### src/rtl/adder_pkg.sv
// Shared constants and helpers for the pipelined adder family.
package adder_pkg;
   localparam int ADDER_W_DEFAULT      = 8;
   localparam int ADDER_STAGES_DEFAULT = 2;

   function automatic int chunk_w(input int w, input int s);
      return w / s;
   endfunction
endpackage

### src/rtl/adder_stage.sv
// Combinational CW-bit chunk adder: one link of the pipelined carry chain.
module adder_stage #(
   parameter int CW = 4
) (
   input  logic [CW-1:0] a,
   input  logic [CW-1:0] b,
   input  logic          ci,
   output logic [CW-1:0] s,
   output logic          co
);
   assign {co, s} = {1'b0, a} + {1'b0, b} + {{CW{1'b0}}, ci};
endmodule

### src/rtl/pipelined_adder.sv
// Pipelined ripple-carry adder, one register bank per CW-bit chunk, valid/ready throughout.
// Optional subtract mode (in0 - in1, out[WIDTH]=1 means no borrow) under PIPELINED_ADDER_SUB_EN.
module pipelined_adder
   import adder_pkg::*;
#(
   parameter int WIDTH  = ADDER_W_DEFAULT,
   parameter int STAGES = ADDER_STAGES_DEFAULT
) (
   input  logic             clk,
   input  logic             resetn,
   input  logic             in_valid,
   output logic             in_ready,
   input  logic [WIDTH-1:0] in0,
   input  logic [WIDTH-1:0] in1,
   input  logic             cin,
`ifdef PIPELINED_ADDER_SUB_EN
   input  logic             sub,
`endif
   output logic             out_valid,
   input  logic             out_ready,
   output logic [WIDTH:0]   out
);
   localparam int CW = chunk_w(WIDTH, STAGES);

   if (STAGES < 1 || STAGES > WIDTH || (WIDTH % STAGES) != 0) begin : g_bad_cfg
      $error("pipelined_adder: WIDTH must be a multiple of STAGES, 1 <= STAGES <= WIDTH");
   end

   logic [STAGES:0] vld_pipe;
   logic [STAGES:0] rdy;
   logic [WIDTH-1:0] b_in;
   logic             c_in;

   // Subtraction is folded in at the entry, so the mode travels with the beat for free.
`ifdef PIPELINED_ADDER_SUB_EN
   assign b_in = sub ? ~in1 : in1;
   assign c_in = sub | cin;
`else
   assign b_in = in1;
   assign c_in = cin;
`endif

   assign vld_pipe[0] = in_valid;

   always_comb begin
      rdy[STAGES] = out_ready;
      for (int k = STAGES - 1; k >= 0; k--)
         rdy[k] = ~vld_pipe[k+1] | rdy[k+1];
   end

   for (genvar k = 0; k < STAGES; k++) begin : stg
      // Operand bits still to be added when the beat enters this stage.
      localparam int R = WIDTH - k*CW;

      logic [R-1:0]          a_cur, b_cur;
      logic                  c_cur;
      logic [CW-1:0]         s_ch;
      logic                  co;
      logic [(k+1)*CW-1:0]   s_nx, s_q;
      logic                  v_q, c_q, load;

      assign load          = rdy[k] & vld_pipe[k];
      assign vld_pipe[k+1] = v_q;

      if (k == 0) begin : g_src
         assign a_cur = in0;
         assign b_cur = b_in;
         assign c_cur = c_in;
         assign s_nx  = s_ch;
      end else begin : g_src
         // Remaining operand chunks sit in the previous bank, loaded alongside its sum.
         logic [R-1:0] a_r, b_r;
         always_ff @(posedge clk or negedge resetn) begin
            if (!resetn) begin
               a_r <= '0;
               b_r <= '0;
            end else if (stg[k-1].load) begin
               a_r <= stg[k-1].a_cur[R+CW-1:CW];
               b_r <= stg[k-1].b_cur[R+CW-1:CW];
            end
         end
         assign a_cur = a_r;
         assign b_cur = b_r;
         assign c_cur = stg[k-1].c_q;
         assign s_nx  = {s_ch, stg[k-1].s_q};
      end

      adder_stage #(.CW(CW)) u_add (
         .a  (a_cur[CW-1:0]),
         .b  (b_cur[CW-1:0]),
         .ci (c_cur),
         .s  (s_ch),
         .co (co)
      );

      always_ff @(posedge clk or negedge resetn) begin
         if (!resetn) begin
            v_q <= 1'b0;
            c_q <= 1'b0;
            s_q <= '0;
         end else begin
            if (rdy[k]) v_q <= vld_pipe[k];
            if (load) begin
               c_q <= co;
               s_q <= s_nx;
            end
         end
      end
   end

   assign in_ready  = rdy[0];
   assign out_valid = vld_pipe[STAGES];
   assign out       = {stg[STAGES-1].c_q, stg[STAGES-1].s_q};
endmodule

### config.mk
export PLATFORM = sky130hd
export DESIGN_NAME = pipelined_adder
export DESIGN_NICKNAME = d
export VERILOG_FILES = /design/src/rtl/adder_pkg.sv /design/src/rtl/adder_stage.sv /design/src/rtl/pipelined_adder.sv
export SDC_FILE = /design/constraint.sdc
export NUM_CORES = 1
export LEC_CHECK = 0
export ABC_AREA = 0
export ABC_CLOCK_PERIOD_IN_PS = 2100
export BUFFER_PORTS_ARGS = -buffer_cell sky130_fd_sc_hd__buf_2
export CORE_AREA = 2 2 68 70
export CTS_CLUSTER_SIZE = 40
export DETAILED_ROUTE_END_ITERATION = 16
export DIE_AREA = 0 0 70 72
export PLACE_DENSITY = 0.56
export SYNTH_ARGS = -nofsm -noshare
export SYNTH_HDL_FRONTEND = slang
export SYNTH_SLANG_ARGS = --single-unit
### constraint.sdc
create_clock -name clk -period 2.1 [get_ports clk]
set_input_delay 0 -clock clk [delete_from_list [all_inputs] [get_ports clk]]
set_output_delay 0 -clock clk [all_outputs]
set_load 0.01 [all_outputs]
## Yosys cells after proc, flatten, opt, wreduce, memory -nomap -nowiden

Index checks and enable logic that the tools add are counted.

| word-level totals | value |
|---|---|
| input port bits | 21 |
| word-level logic and storage cells | 18 |
| output and inout bits | 11 |
| register bits after elaboration | 24 |

| operators by class | value |
|---|---|
| add/subtract/negate cells | 4 |
| bitwise gates (word level) | 6 |

Operator list:

| kind | count |
|---|---|
| $add A4 B4 Y5 | 2 |
| $add A5 B1 Y5 | 2 |
| $and A1 B1 Y1 | 2 |
| $not A1 Y1 | 2 |
| $or A1 B1 Y1 | 2 |

## Logic depth before layout (Yosys ltp)

| depth | value |
|---|---|
| depth after elaboration | 4 |
| depth in mapped cells | 6 |
| gate-level depth less buffers | 6 |

## Modules after synthesis

From an unflattened synthesis, not the netlist that was laid out.

| second synthesis, totals | value |
|---|---|
| cell total of the unflattened synthesis | 86 |
| area total of the unflattened synthesis | 1258.7 um2 |

By module, submodules not included:

| module | area each (um2) | seq. area each (um2) | cells each | instances |
|---|---|---|---|---|
| pipelined_adder | 970.9 | 600.6 | 54 | 1 |
| adder_stage | 143.9 | 0.0 | 16 | 2 |

## Worst setup path before layout

No wires, ideal clock.

| timing | value |
|---|---|
| path type | register to register |
| start point | reg stg[0].c_q |
| end point | reg stg[1].s_q[5] |
| clock period less this slack | 1.490 ns |
| library setup time | 0.083 ns |
| data arrival time | 1.407 ns |
| path buffers | 0 |
| setup slack | 0.610 ns |
| stages on the path, launching flop included | 5 |
| data required time | 2.017 ns |
| cells stage by stage | dfrtp_1 fa_1 inv_1 fa_1 o21ai_0 |

| on the way | value |
|---|---|
| word-level cells in the longest chain between the ends | 1 |

Ends and longest elaborated chain:

| what | RTL line | text |
|---|---|---|
| from (decl) | pipelined_adder.sv:60 | `logic v_q, c_q, load;` |
| from (signal assigned) | pipelined_adder.sv:104 | `c_q <= co;` |
| $add A5 B1 Y5 | adder_stage.sv:11 | `assign {co, s} = {1'b0, a} + {1'b0, b} + {{CW{1'b0}}, ci};` |
| to (signal assigned) | pipelined_adder.sv:105 | `s_q <= s_nx;` |
| to (decl) | pipelined_adder.sv:59 | `logic [(k+1)*CW-1:0] s_nx, s_q;` |

Every way passes these cells.
A chain may end at the register's enable or synchronous reset.

## Worst setup path in the final report

Ends and elaborated chain as after synthesis.

==> metrics.cfg <==
[status]
status=completed

[clock_tree]
clkTransAtPathRegs_ns=0.08
clk_path_buf_depth=2
h-tree-depth=1
cts_tree=done
clock_latency_ns=0.26
cts_resized=0
cts_sinks=24
cts-buffers-inserted=3
cts-root-buf=clkbuf_8

[critical_path]
setup.worst_path.start_class=flip-flop
path_max_fanout=2
cp.required_ns=2.29
cp_slowest_stage_delay_ns=0.45
cpMaxStageDelayCell=fa_1
crit_chain=fa_1 -> inv_1 -> fa_1 -> o21ai_0
crit_arrival_ns=1.76
path_common_cell=fa_1
end_kind=flip-flop
criticalPathCategory=flip-flop to flip-flop

[sta]
tightest_slew_ns=0.535
setup_viol=0
fin_tns_setup_ns=0
final.setup_skew_ns=0.000767
max_freq_mhz=635
hold_ws_ns=0.0318
finalCritPeriodShare_pct=75.0
slew_violations=0
slew_headroom_pct=64.3
layout_min_cycle_time_ns=1.57
finalHoldViolCount=0
rsz0062_at_grt=false

[grt]
antenna_found_initial=0
grt_pass1_wl_mm=4.26
grt.met1_usage_pct=11.9
grt_busiest_layer=met2
grtUsageMet3_pct=2.08
grt_max_degree=25
grt_usage_pct=10.6
met2_usage_pct=20.0
grt_pass1_vias=970
overflow=0

[final_layout]
fin_cells=190
area_delta_synth_final_pct=26.8
drive_gt1_share_pct=38.4
fin_nets=170
antenna_cells=0

[pwr]
leakagePower_nw=0.785
p_comb_share_pct=31.1
power.density_nw_per_um2=866
p_int_uw=974
clkPwrFrac_pct=22.3
pwr-share-seq_pct=46.5
power.share.switching_pct=29.6
vdd_drop_max_v=0.000296
p_switching_uw=409

[synth]
syn-cell-area_um2=1260
synth.yosys.warnings=0
synth_fp_nets=127
seq_area_frac_synth_pct=47.7
yosys_register_bits=24
syn_area_per_cell_um2=13.1
synthCells=96
yosysUniqueCellTypes=28

[placement]
port_buffers=31
hpwl_mm=1.93
gp_congestion=0.750
placed_cells=177

[route]
antenna_left=0
firstDrtPassIters=4
post_drt_wl_per_cell_um=12.7
wl_mm=2.41
drt_iter0_markers=27
routed-via-count=847
drcViolationCount=0
vias_per_cell=4.46

[die]
fp.dieH_um=72
die-width_um=70
initial_core_util_pct=29.5
io_pins=32
dieArea_um2=5040
rows=24
core_region_area_um2=4260

[job]
drv_cap=0

[worst_hold_path]
hp-class=input port to flip-flop

-- power by group through the flow --
stage	clock network, mW	logic (mW)	registers [mW]
finish	0.309	0.430	0.643
detailed placement	0	0.425	0.654
global placement	0	0.414	0.645
global route	0.342	0.483	0.660
CTS	0.319	0.441	0.645
floorplan	0	0.254	0.671
-- area by class of cell --
cell class / instances / area (um^2)
Fill cell: 436 / 2670
Multi-Input combinational cell: 61 / 597
Clock buffer: 4 / 55.1
Inverter: 9 / 33.8
Timing Repair Buffer: 40 / 245
Sequential cell: 24 / 601
Tap cell: 52 / 65.1
-- through the flow --
step	area (um^2)	utilization [%]	worst slack (ns)	power [mW]
after floorplan	1260	-	0.610	0.925
after global placement	1450	34.0	0.569	1.06
after detailed placement	1450	34.0	0.539	1.08
after CTS	1600	37.4	0.507	1.40
after global routing	1600	37.4	0.464	1.49
final	1600	37.4	0.526	1.38
-- cells in the final DEF, fill, tap and decap left out, types with 2 or more instances in the layout --
cell | Yosys | final
buf_2 | 0 | 31
dlygate4sd3_1 | 0 | 9
nor2b_1 | 2 | 2
o21ai_0 | 9 | 9
a21boi_0 | 2 | 2
ha_1 | 6 | 6
and3b_1 | 2 | 2
a21oi_1 | 5 | 5
mux2_2 | 6 | 6
clkbuf_8 | 0 | 4
o31ai_1 | 2 | 2
nand3_1 | 2 | 2
mux2_4 | 8 | 8
fa_1 | 4 | 4
inv_1 | 9 | 9
dfrtp_1 | 24 | 24
-- critical path, delay by kind of cell (launching register included) --
family                     cells  cell delay [ns]
DFF                            1             0.41
AOI/OAI and AO/OA              1             0.15
buffers and inverters          1             0.09
adders and majority gates      2             0.85
-- kinds of logic after synthesis --
group                    after synthesis  share of synthesized area (%)
flip-flops                            24                           47.7
AO/OA/AOI/OAI                         20                           9.44
multiplexers                          15                           15.7
AND/OR/NAND/NOR                       14                           8.55
buffers and inverters                 11                           4.87
adder cells (fa/ha/maj)               10                           12.3
XOR/XNOR                               2                           1.39
-- flip-flops by register name, summed over array words and instances (netlist names) --
register,count
out_valid,1
stg.a_cur,4
stg.b_cur,4
stg.c_q,2
stg.s_q,12
stg.v_q,1
-- cell usage after synthesis (all sizes together) --
| master | count | area, um^2 |
|---|---|---|
| a21bo | 1 | 10.0 |
| a21boi | 2 | 15.0 |
| a21oi | 5 | 25.0 |
| a41oi | 1 | 8.76 |
| and2b | 1 | 7.51 |
| and3b | 2 | 17.5 |
| buf | 2 | 27.5 |
| dfrtp | 24 | 601 |
| fa | 4 | 80.1 |
| ha | 6 | 75.1 |
| inv | 9 | 33.8 |
| mux2 | 14 | 188 |
| mux2i | 1 | 10.0 |
| nand2 | 3 | 21.3 |
| nand2b | 1 | 6.26 |
| nand3 | 2 | 10.0 |
| nand3b | 1 | 20.0 |
| nor2b | 2 | 12.5 |
| nor3 | 1 | 5.00 |
| o21ai | 9 | 45.0 |
| o31ai | 2 | 15.0 |
| or2b | 1 | 7.51 |
| xnor2 | 1 | 8.76 |
| xor2 | 1 | 8.76 |
-- per-layer routing --
layer	up-vias	wire, um
met2	20	1220
met5	-	0
met4	0	27
met1	410	1060
li1	415	-
met3	2	109
-- final timing paths --
path | slack [ns] | depth (start not counted) | start | end
setup / recovery | 0.53 | 4 | stg[0].c_q | stg[1].s_q[5]
hold / removal | 0.03 | 2 | in_valid | stg[0].v_q
setup reg to reg | 0.53 | 4 | stg[0].c_q | stg[1].s_q[5]
hold reg to reg | 0.51 | 1 | stg[0].s_q[3] | stg[1].s_q[3]
max in group asynchronous | 1.50 | 2 | resetn | stg[1].s_q[7]
min in group asynchronous | 0.24 | 2 | resetn | stg[1].s_q[0]
-- repair_timing --
| action | CTS | global route |
|---|---|---|
| endpoints found under the hold margin | 32 | 0 |
| endpoints found under the setup margin | 0 | 0 |
| buffers inserted | 0 | 0 |
| hold buffers | 9 | 0 |
No activity file was read; power rests on OpenSTA's default activity.
